$ cat config.mk
export PLATFORM = sky130hd
export DESIGN_NAME = conv5_rm_rd_ctrl
export DESIGN_NICKNAME = d
export VERILOG_FILES = /design/src/rtl/conv5_rm_pkg.sv /design/src/rtl/conv5_rm_ofifo.sv /design/src/rtl/conv5_rm_rd_ctrl.sv
export SDC_FILE = /design/constraint.sdc
export NUM_CORES = 1
export LEC_CHECK = 0
export BUFFER_PORTS_ARGS = -buffer_cell sky130_fd_sc_hd__buf_4
export CAP_MARGIN = 25
export CORE_AREA = 3 3 174 176
export CTS_CLUSTER_SIZE = 30
export DETAILED_ROUTE_END_ITERATION = 16
export DIE_AREA = 0 0 177 179
export RECOVER_POWER = 25
export SKIP_LAST_GASP = 1
export SLEW_MARGIN = 10
export SYNTH_ARGS = -nofsm -noshare
export SYNTH_HDL_FRONTEND = slang
export SYNTH_SLANG_ARGS = --single-unit
$ cat constraint.sdc
create_clock -name clk -period 3.8 [get_ports clk]
set_input_delay 0.19 -clock clk [delete_from_list [all_inputs] [get_ports clk]]
set_output_delay 0.19 -clock clk [all_outputs]
set_load 0.02 [all_outputs]
$ cat src/rtl/conv5_rm_pkg.sv
// conv5_rm_pkg: shared constants and read-FSM state type for the conv5 row-memory
package conv5_rm_pkg;
    localparam int RM_ADDR_W = 12;
    localparam int RM_DATA_W = 64;
    localparam int RM_DEPTH  = 2496;
    localparam int RM_RD_LAT = 2;
    typedef enum logic [1:0] {IDLE, RUN, DRAIN} rd_state_t;
endpackage

$ cat src/rtl/conv5_rm_ofifo.sv
// conv5_rm_ofifo: first-word-fall-through FIFO with occupancy count
module conv5_rm_ofifo #(
    parameter int W     = 64,
    parameter int DEPTH = 4
) (
    input  logic                     clk,
    input  logic                     rst_n,
    input  logic                     push,
    input  logic [W-1:0]             din,
    input  logic                     pop,
    output logic [W-1:0]             dout,
    output logic [$clog2(DEPTH):0]   count
);
    localparam int AW = $clog2(DEPTH);
    localparam int CW = AW + 1;
    logic [W-1:0]  mem [DEPTH];
    logic [AW-1:0] wr_ptr, rd_ptr;
    // storage array, no reset needed since the head is masked while empty
    always_ff @(posedge clk) begin
        if (push) mem[wr_ptr] <= din;
    end
    // pointers and count; a push into a full FIFO without a pop is a design error
    always_ff @(posedge clk or negedge rst_n) begin
        if (!rst_n) begin
            wr_ptr <= '0;
            rd_ptr <= '0;
            count  <= '0;
        end else begin
            assert (!(push && !pop && count == CW'(DEPTH)));
            assert (!(pop && count == '0));
            if (push) wr_ptr <= wr_ptr + AW'(1);
            if (pop) rd_ptr <= rd_ptr + AW'(1);
            count <= count + CW'(push) - CW'(pop);
        end
    end
    assign dout = (count != '0) ? mem[rd_ptr] : '0;
endmodule

$ cat src/rtl/conv5_rm_rd_ctrl.sv
// conv5_rm_rd_ctrl: credit-protected burst reader from the row-memory RAM to a valid/ready stream (optional m_last via CONV5_RM_RD_LAST_EN)
module conv5_rm_rd_ctrl
    import conv5_rm_pkg::*;
#(
    parameter int ADDR_W     = RM_ADDR_W,
    parameter int DATA_W     = RM_DATA_W,
    parameter int MEM_DEPTH  = RM_DEPTH,
    parameter int RD_LAT     = RM_RD_LAT,
    parameter int FIFO_DEPTH = 4,
    parameter int LEN_W      = 12
) (
    input  logic              clk,
    input  logic              rst_n,
    input  logic              start,
    input  logic [ADDR_W-1:0] base_addr,
    input  logic [LEN_W-1:0]  num_words,
    output logic [ADDR_W-1:0] ram_addrb,
    input  logic [DATA_W-1:0] ram_doutb,
    output logic [DATA_W-1:0] m_data,
    output logic              m_valid,
    input  logic              m_ready,
    output logic              busy,
    output logic              done
`ifdef CONV5_RM_RD_LAST_EN
    ,
    output logic              m_last
`endif
);
    localparam int CW = $clog2(FIFO_DEPTH) + 1;
`ifdef CONV5_RM_RD_LAST_EN
    localparam int FW = DATA_W + 1;
`else
    localparam int FW = DATA_W;
`endif
    rd_state_t         state, nstate;
    logic [ADDR_W-1:0] addr, last_addr;
    logic [LEN_W-1:0]  remaining;
    logic [CW-1:0]     inflight, fifo_count;
    logic [CW:0]       occupancy;
    logic [RD_LAT-1:0] vld_pipe;
    logic              issue, push, pop, done_d, last_issue;
    logic [FW-1:0]     fifo_din, fifo_dout;

    assign occupancy  = {1'b0, fifo_count} + {1'b0, inflight};
    assign issue      = (state == RUN) && (remaining != '0) && (occupancy < (CW+1)'(FIFO_DEPTH));
    assign last_issue = issue && (remaining == LEN_W'(1));
    assign push       = vld_pipe[RD_LAT-1];
    assign m_valid    = fifo_count != '0;
    assign pop        = m_valid && m_ready;
    assign busy       = state != IDLE;
    assign done       = done_d;
    assign ram_addrb  = issue ? addr : last_addr;

    // next state and done request; DRAIN finishes on the final accepted word
    logic done_nx;
    always_comb begin
        nstate  = state;
        done_nx = 1'b0;
        case (state)
            IDLE: begin
                if (start) begin
                    nstate  = (num_words != '0) ? RUN : IDLE;
                    done_nx = num_words == '0;
                end
            end
            RUN: nstate = last_issue ? DRAIN : RUN;
            DRAIN: begin
                if (inflight == '0 && (fifo_count == '0 || (fifo_count == CW'(1) && pop))) begin
                    nstate  = IDLE;
                    done_nx = 1'b1;
                end
            end
            default: nstate = IDLE;
        endcase
    end

    // state register and registered done pulse
    always_ff @(posedge clk or negedge rst_n) begin
        if (!rst_n) begin
            state  <= IDLE;
            done_d <= 1'b0;
        end else begin
            state  <= nstate;
            done_d <= done_nx;
        end
    end

    // burst address/length bookkeeping; the wrap keeps addresses inside the ring buffer
    always_ff @(posedge clk or negedge rst_n) begin
        if (!rst_n) begin
            addr      <= '0;
            last_addr <= '0;
            remaining <= '0;
        end else if (state == IDLE && start) begin
            addr      <= base_addr;
            remaining <= num_words;
        end else if (issue) begin
            addr      <= (addr == ADDR_W'(MEM_DEPTH - 1)) ? '0 : addr + ADDR_W'(1);
            last_addr <= addr;
            remaining <= remaining - LEN_W'(1);
        end
    end

    // read-latency valid pipe and count of reads not yet landed in the FIFO
    always_ff @(posedge clk or negedge rst_n) begin
        if (!rst_n) begin
            vld_pipe <= '0;
            inflight <= '0;
        end else begin
            vld_pipe <= RD_LAT'({vld_pipe, issue});
            inflight <= inflight + CW'(issue) - CW'(push);
        end
    end

`ifdef CONV5_RM_RD_LAST_EN
    logic [RD_LAT-1:0] last_pipe;
    // last-word flag travels alongside the valid pipe
    always_ff @(posedge clk or negedge rst_n) begin
        if (!rst_n) last_pipe <= '0;
        else last_pipe <= RD_LAT'({last_pipe, last_issue});
    end
    assign fifo_din = {last_pipe[RD_LAT-1], ram_doutb};
    assign m_last   = fifo_dout[DATA_W];
`else
    assign fifo_din = ram_doutb;
`endif
    assign m_data = fifo_dout[DATA_W-1:0];

    conv5_rm_ofifo #(.W(FW), .DEPTH(FIFO_DEPTH)) u_ofifo (
        .clk   (clk),
        .rst_n (rst_n),
        .push  (push),
        .din   (fifo_din),
        .pop   (pop),
        .dout  (fifo_dout),
        .count (fifo_count)
    );
endmodule
==> run summary <==
Post-Syn Area - 12410 um^2
Ant. Diodes - 0
share of layout cells above drive strength 1 - 25.95%
largest net degree at the start of global routing - 66
maximum vdd drop - 0.6459 mV
post-synthesis cell count - 705
Setup TNS Final - 0 ns
Die Wd - 177 um
Final Instance Area - 15980 um^2
Slew @ Worst Pin - 0.8930 ns
outcome - complete, no violations
async set-reset flop share out of synthesis - 16.61%
Setup CP Type - reg2out
unrepaired setup endpoints after global routing - no
clock tree buffer depth - 3
CP cell instances - inv_1 > ha_1 > or4b_1 > and4b_2 > nand2b_1 > buf_6 > inv_2 > nand2_1 > nand2_1 > buf_4
drt first-iter violations - 387
Die ar. - 31680 um^2
Critical Path Start Type - flip-flop
remaining antenna violation count - 0
DRC viols - 0
worst min path class - in2reg
initial antenna violation count - 0
Synth top area share - 61.95%
area occupied by registers - 8969 um^2
fillcell total - 2295
multi-input combinational cell area - 3207 um^2
drt wl/cell - 18.72 um
IO buf count - 170
pwr dens - 801.4 nW/um^2
Inst Count DP - 1240
CTS buffer count - 31
Area contributors post-synth - edfxtp_1 62%, mux4_2 12%, dfrtp_1 10%
synthesis-to-layout area growth - 28.76%
Final Hold Fails - 0
number of global-route vias before repair - 7414
core area - 28780 um^2
Yosys warning total - 0
setup ws final - 0.2738 ns
crit path time final - 3.526 ns
final worst path period share - 92.79%
dpl ws - 0.7407 ns
depth of the CTS H-tree - 1
first-pass GRT wire length - 40940 um
Slowest-stage cell, CP - or4b_1
synth unique cells - 55
Worst EP required - 3.61 ns
Total GRT Usage - 16.35%
setup violators final - 0
fmax - 0.2836 GHz
via count - 7130
Mapped Nets - 812
Cell Area, Placed - 14180 um^2
crit path max fanout - 45
syn avg cell area - 17.60 um^2
clock latency on the worst-skew pair - 0.54 ns
LEAKAGE - 5.805 nW
TritonCTS clock tree - done
Initial Utilization - 43.11%
CP peak stage delay - 0.58 ns
post-layout total power - 12.80 mW
dominant cell type by area after synthesis - edfxtp_1
std cell rows - 62
clk_skew - 0.02040 ns
Pre-antenna DRT Iters - 5
Post-synth EDFFs - 256
count leader, synth - edfxtp_1
Placer Congestion - 0.7783
final wirelength - 25940 um
vias per cell - 5.144
GRT overflow - 0
CP Data Arrival Time - 3.34 ns
Slew headroom - 40.46%
setup bufs post-CTS - 0
number of clock sinks - 307
CTS clk-pin slew, worst paths - 0.06 ns
Yosys reg bits - 307
Post-synth top cells - 256 x edfxtp_1, 70 x and2_1, 64 x mux4_2
HPWL Detailed - 15600 um
Non-Filler Instances - 1386
Seq/Total Area, Yosys - 72.24%
Top FF cell, synth - edfxtp_1
Die Span Y - 179 um
Crit path top cell by count - nand2_1
Max Cap Violations - 0
final net count - 1085
Root Buffer - clkbuf_16
max-slew violations - 0
Worst Setup End Kind - primary output
boundary pin count - 171
-- through the flow --
step / utilization, % / hold WS (ns)
finish: 55.51 / 0.05624
floorplan: - / -0.1056
global placement: 49.28 / 0.2728
detailed placement: 49.28 / 0.2764
global route: 55.51 / 0.03472
CTS: 56.09 / 0.005854
-- final timing paths --
kind	startpoint	endpoint	slack [ns]	cells past startpoint
max	remaining[0]	ram_addrb[0]	0.27	10
min	start	remaining[10]	0.06	3
max reg2reg	remaining[0]	inflight[2]	0.71	12
min reg2reg	vld_pipe[0]	vld_pipe[1]	0.35	0
max in group asynchronous	rst_n	u_ofifo.rd_ptr[0]	3.07	2
min in group asynchronous	rst_n	last_addr[4]	0.23	2
-- where the power goes --
| part | switching [mW] | internal (mW) |
|---|---|---|
| combinational | 2.69 | 2.28 |
| sequential | 0.383 | 4.30 |
| clock | 1.21 | 1.94 |
-- cell usage in the layout (no fill, tap or decap), types with 11 or more instances in the layout --
cell type | netlist | final
inv_1 | 20 | 20
nor2_1 | 17 | 17
o21ai_0 | 20 | 20
buf_4 | 1 | 131
dlygate4sd3_1 | 0 | 89
dfrtp_1 | 51 | 49
and2_1 | 70 | 66
ha_1 | 13 | 13
clkbuf_1 | 16 | 51
nor3_1 | 11 | 11
nand2_1 | 53 | 52
mux4_2 | 64 | 64
clkbuf_16 | 0 | 31
edfxtp_1 | 256 | 256
-- kinds of logic after synthesis --
kind of cell | count (synthesis) | synth area share, %
and+or+nand+nor | 193 | 8.329
adders and majority gates | 15 | 1.634
xor gates and xnor gates | 7 | 0.4941
DFF | 307 | 72.24
muxes | 66 | 11.79
AOI/OAI and AO/OA | 64 | 3.540
buffers and inverters | 53 | 1.976
-- layout make-up --
class | count | area share (%)
sequential | 307 | 56.14
clock buffer | 39 | 5.169
multi-input combinational | 345 | 20.07
tap | 384 | 3.007
timing repair buffer | 272 | 13.61
clock inverter | 18 | 1.511
inverter | 21 | 0.4934
-- critical path: cells and delay by family, from the launching register on --
kind	cells	cell delay, ns
AND/OR/NAND/NOR	5	1.34
buffers and inverters	4	0.77
flip-flops	1	0.45
adder cells (fa/ha/maj)	1	0.22
-- metal layers --
layer / track usage, % / vias up / share of wire (%)
li1: - / 3289 / -
met1: 22.26 / 3621 / 44
met2: 27.84 / 188 / 49
met3: 3.113 / 32 / 5.4
met4: 3.208 / 0 / 1.3
met5: 0 / - / 0
-- sequential cells by signal, summed over array words and instances, names as in the netlist --
| register | flops |
|---|---|
| u_ofifo.count | 3 |
| inflight | 3 |
| u_ofifo.mem | 256 |
| vld_pipe | 2 |
| remaining | 12 |
| u_ofifo.rd_ptr | 2 |
| u_ofifo.wr_ptr | 2 |
| addr | 12 |
| state | 2 |
| last_addr | 12 |
| done | 1 |
-- repair_timing --
item                                   in CTS  in global routing
hold buffers                               89                  0
resized for setup                           0                  1
setup endpoints to repair                   0                  8
endpoints found under the hold margin     331                  0
Power figures use the tool's default switching activity.
